## config.mk

```make
export PLATFORM = sky130hd
export DESIGN_NAME = rect_plot_scheduler
export DESIGN_NICKNAME = d
export VERILOG_FILES = /design/src/rtl/rect_plot_scheduler.sv
export SDC_FILE = /design/constraint.sdc
export NUM_CORES = 1
export LEC_CHECK = 0
export BUFFER_PORTS_ARGS = -buffer_cell sky130_fd_sc_hd__buf_4
export CORE_ASPECT_RATIO = 1.2
export CORE_MARGIN = 10
export CORE_UTILIZATION = 45
export DETAILED_ROUTE_END_ITERATION = 7
export GPL_TIMING_DRIVEN = 0
export PLACE_DENSITY_LB_ADDON = 0.2
export SETUP_SLACK_MARGIN = 0.15
export SLEW_MARGIN = 20
export SYNTH_ARGS = -nofsm -noshare
export SYNTH_HDL_FRONTEND = slang
export SYNTH_SLANG_ARGS = --single-unit
```

## constraint.sdc

```tcl
create_clock -name CLOCK_50 -period 2.7 [get_ports CLOCK_50]
set_input_delay 0.27 -clock CLOCK_50 [delete_from_list [all_inputs] [get_ports CLOCK_50]]
set_output_delay 0.27 -clock CLOCK_50 [all_outputs]
set_load 0.01 [all_outputs]
```

## src/rtl/rect_plot_scheduler.sv

```systemverilog
// Round-robin scheduler: grants one of three rectangle requesters and rasters it to the vga_adapter at one pixel per cycle.
// First pixel appears the cycle after req is seen in IDLE; other requesters stay unacked until the FSM returns to IDLE.
module rect_plot_scheduler #(
  parameter int XSCREEN = 160,
  parameter int YSCREEN = 120
) (
  input  logic        CLOCK_50,
  input  logic        reset,
  input  logic [2:0]  req,
  input  logic [23:0] x0,
  input  logic [20:0] y0,
  input  logic [11:0] wm1,
  input  logic [11:0] hm1,
  input  logic [8:0]  colour_in,
  output logic [2:0]  ack,
  output logic [2:0]  done,
  output logic [7:0]  vga_x,
  output logic [6:0]  vga_y,
  output logic [2:0]  vga_colour,
  output logic        plot,
  output logic        busy
);

  typedef enum logic [1:0] {IDLE, DRAW, DONE} state_t;

  state_t     state, state_nxt;
  logic [1:0] owner, last_owner, grant;
  logic [1:0] cand0, cand1, cand2;
  logic [7:0] x0r;
  logic [6:0] y0r;
  logic [3:0] wm1r, hm1r, xc, yc;
  logic [2:0] colr;
  logic [8:0] xsum;
  logic [7:0] ysum;
  logic       row_end, last_pix;

  function automatic logic [1:0] rr_next(input logic [1:0] i);
    return (i == 2'd2) ? 2'd0 : i + 2'd1;
  endfunction

  // Search order starts just after the previous owner.
  always_comb begin
    cand0 = rr_next(last_owner);
    cand1 = rr_next(cand0);
    cand2 = rr_next(cand1);
    if (req[cand0])      grant = cand0;
    else if (req[cand1]) grant = cand1;
    else                 grant = cand2;
  end

  assign xsum     = {1'b0, x0r} + {5'd0, xc};
  assign ysum     = {1'b0, y0r} + {4'd0, yc};
  assign row_end  = (xc == wm1r);
  assign last_pix = row_end && (yc == hm1r);

  always_ff @(posedge CLOCK_50) begin
    if (reset) state <= IDLE;
    else       state <= state_nxt;
  end

  always_ff @(posedge CLOCK_50) begin
    if (reset) begin
      owner      <= 2'd0;
      last_owner <= 2'd2;
      x0r        <= '0;
      y0r        <= '0;
      wm1r       <= '0;
      hm1r       <= '0;
      colr       <= '0;
      xc         <= '0;
      yc         <= '0;
    end else begin
      case (state)
        IDLE: begin
          if (req != 3'b000) begin
            owner <= grant;
            x0r   <= x0[grant*8 +: 8];
            y0r   <= y0[grant*7 +: 7];
            wm1r  <= wm1[grant*4 +: 4];
            hm1r  <= hm1[grant*4 +: 4];
            colr  <= colour_in[grant*3 +: 3];
            xc    <= '0;
            yc    <= '0;
          end
        end
        DRAW: begin
          if (row_end) begin
            xc <= '0;
            yc <= yc + 4'd1;
          end else begin
            xc <= xc + 4'd1;
          end
        end
        DONE: last_owner <= owner;
        default: ;
      endcase
    end
  end

  always_comb begin
    state_nxt  = state;
    ack        = 3'b000;
    done       = 3'b000;
    vga_x      = '0;
    vga_y      = '0;
    vga_colour = '0;
    plot       = 1'b0;
    busy       = 1'b0;
    case (state)
      IDLE: begin
        if (req != 3'b000) state_nxt = DRAW;
      end
      DRAW: begin
        busy       = 1'b1;
        vga_x      = xsum[7:0];
        vga_y      = ysum[6:0];
        vga_colour = colr;
        plot       = (int'(xsum) < XSCREEN) && (int'(ysum) < YSCREEN);
        // Pixel (0,0) is only ever visited on the first DRAW cycle.
        if (xc == 4'd0 && yc == 4'd0) ack = 3'b001 << owner;
        if (last_pix) state_nxt = DONE;
      end
      DONE: begin
        busy      = 1'b1;
        done      = 3'b001 << owner;
        state_nxt = IDLE;
      end
      default: state_nxt = IDLE;
    endcase
    // Outputs are quiet for the whole reset cycle, not just after the edge.
    if (reset) begin
      ack        = 3'b000;
      done       = 3'b000;
      vga_x      = '0;
      vga_y      = '0;
      vga_colour = '0;
      plot       = 1'b0;
      busy       = 1'b0;
    end
  end

endmodule

```

==> flow_summary.toml <==
[clock_tree]
cts.sinks = 40
root_buffer = "clkbuf_8"
htreeDepth = 2
clk_latency_ps = 300
cts_tree = "done"
hold_buffers = 0
cts_buffer_depth = 2
clk_pin_slew_ps = 80
cts_inserted_buffers = 5

[sta]
finalMaxSlewViolations = 0
finalSetupViolCount = 0
holdWs_ps = 251
max_slew_margin_pct = 56.5
worst_pin_slew_ps = 652
rsz0062_at_grt = "false"
hold_violations = 0
max_freq_mhz = 406
period_share_pct = 91.3
worst_clock_skew_ps = 6.37
tns_ps = 0
min_period_ps = 2460

[cells_and_area]
fin_nets = 551
layout_commonest_cell = "buf_4"
final_layout_size_suffix_gt1_share_pct = 35.5
diodes = 0
area_delta_synth_final_pct = 40.8
layout_common_cells = "buf_4 (113), nor2_1 (46), dfxtp_1 (32)"

[die]
fp.dieW_um = 92.1
die_area_um2 = 9820
die_h_um = 107
fp-row-count = 31
core_um2 = 6050
num_io_pins = 109
start_util_pct = 46.4

[power_and_ir_drop]
power_frac_comb_pct = 45.4
pwr-share-clk_pct = 20.2
p_leak_uw = 0.00177
p_int_uw = 1590
power_frac_seq_pct = 34.3
switching_share_pct = 39.1
vdd_drop_max_v = 0.000399
cellPowerDensity_nw_per_um2 = 660
p_switching_uw = 1020

[synthesis]
yosys-top-cells-area = "dfxtp_1 (29%), mux2i_1 (10%), ha_1 (7.1%), nor2_1 (6.3%), xnor2_1 (4.4%)"
ys_async_sr_fraction_pct = 0
postSynthAreaPerCell_um2 = 8.49
ys_seq_area_share_pct = 28.5
synth_area_um2 = 2810
synth-main-ff-cell = "dfxtp_1"
synthesis.nets = 432
synth_largest_area_cell = "dfxtp_1"
yosysWarnings = 0
netlist.area_leader.share_pct = 28.5
synthCells = 331
yosysUniqueCellTypes = 52
synth-edff-count = 0
synth_seq_cells = 40

[routing]
wirelength_um = 9220
wl_per_cell_um = 17.3
drc = 0
drt_iter0_markers = 124
dr.pass1.iters = 4
num_vias = 2918
ant_nets = 0
via_per_inst = 5.47

[placed_design]
dpl.hpwl_um = 7270
globalplace.congestion = 0.949
port_buffers = 108

[min_path]
min_path_type = "input port to register"

[worst_setup_path]
path_class = "register to primary output"
critPathCaptureType = "primary output"
required_ps = 2430
arrival_ps = 2190
start_kind = "register"
crit_fanout = 3

[global_routing]
overflow = 0
grt_max_degree = 14
grt_usage_pct = 18.3
antenna_found_initial = 0
grt_pass1_vias = 3008
grt_pass1_wl_um = 14600

[outcome]
status = "complete, no violations"

[job]
cap_violations = 0
[sequential cells by signal, summed over array words and instances, names as in the netlist]
signal	count
colr	3
wm1r	4
state	2
y0r	7
hm1r	4
x0r	8
last_owner	2
yc	4
owner	2
xc	4
[cell type report]
class / instances / area (um2)
well taps: 82 / 103
clock buffers: 6 / 82.6
multi-input cells: 260 / 1910
inverters: 11 / 41.3
clock inverters: 2 / 38.8
fillers: 555 / 2090
flip-flops and latches: 40 / 813
repair buffers: 112 / 841
plain buffers: 20 / 129
[metal layers]
metal  GRT usage [%]  part of all wire [%]
met5               0                     0
met4            5.63                   1.2
met1            20.7                    41
met2            32.7                    52
met3            4.64                   6.2
[per-stage QoR]
stage                     std cells  util [%]  power [uW]  cell area, um2  worst slack [ps]
after floorplan                 331         -        1640            2810               452
after detailed placement        521      61.5        2040            3720               192
after CTS                       532      64.5        2590            3900               148
after global placement          521      61.5        2010            3720               208
final                           533      65.4        2610            3960               236
after global routing            533      65.4        2780            3960               128
[synthesized netlist by cell type (2+ instances only)]
library cell / instances
buf_6: 4
o211ai_1: 2
xor2_1: 4
ha_1: 16
nor2_1: 47
xnor2_1: 14
mux2i_1: 28
nand4_1: 4
inv_1: 11
fa_1: 2
a211oi_1: 5
dfxtp_1: 40
a31oi_1: 2
o22ai_1: 17
a21oi_1: 15
o21a_1: 2
nand2_1: 14
a2111oi_2: 4
a22oi_1: 15
buf_2: 2
nand3_1: 10
clkbuf_1: 11
o21ai_0: 5
nand4b_1: 2
nand2b_1: 3
nor2b_1: 5
a2111oi_0: 8
and2_1: 9
nor3_1: 7
[path summary, 6_finish.rpt]
kind	slack, ps	cells after the start	to	start
setup / recovery	240	8	plot	x0r[0]
hold / removal	250	3	colr[1]	colour_in[4]
setup reg to reg	570	9	xc[3]	state[0]
hold reg to reg	520	2	hm1r[0]	hm1r[0]
[repair_timing]
item                                   CTS  global route
pin swaps                                5             4
gates cloned                             0             0
resized for setup                       12            15
setup buffers                            3             1
setup endpoints to repair                5             6
endpoints found under the hold margin    0             0
[cell families after synthesis]
kind of cell,share of synthesized area (%)
XOR/XNOR,5.61
buffers and inverters,6.01
AND/OR/NAND/NOR,19.3
multiplexers,9.98
adder cells (fa/ha/maj),8.55
flip-flops,28.5
AO/OA/AOI/OAI,22.0
[power groups by stage]
| stage | clock (uW) | combinational (uW) | sequential (uW) |
|---|---|---|---|
| after floorplan | 0 | 786 | 855 |
| after global placement | 0 | 1110 | 897 |
| after detailed placement | 0 | 1140 | 901 |
| after CTS | 529 | 1170 | 890 |
| after global routing | 548 | 1320 | 913 |
| final | 529 | 1190 | 897 |
[worst max-delay path, stage by stage (launching register included)]
cell and delay, ps:
dfxtp_2 340, ha_2 200, fa_2 370, a211oi_4 260, nor2_2 80, buf_4 160, o311ai_2 270, a211oi_2 60
buf_4 160
Power figures use the tool's default switching activity.
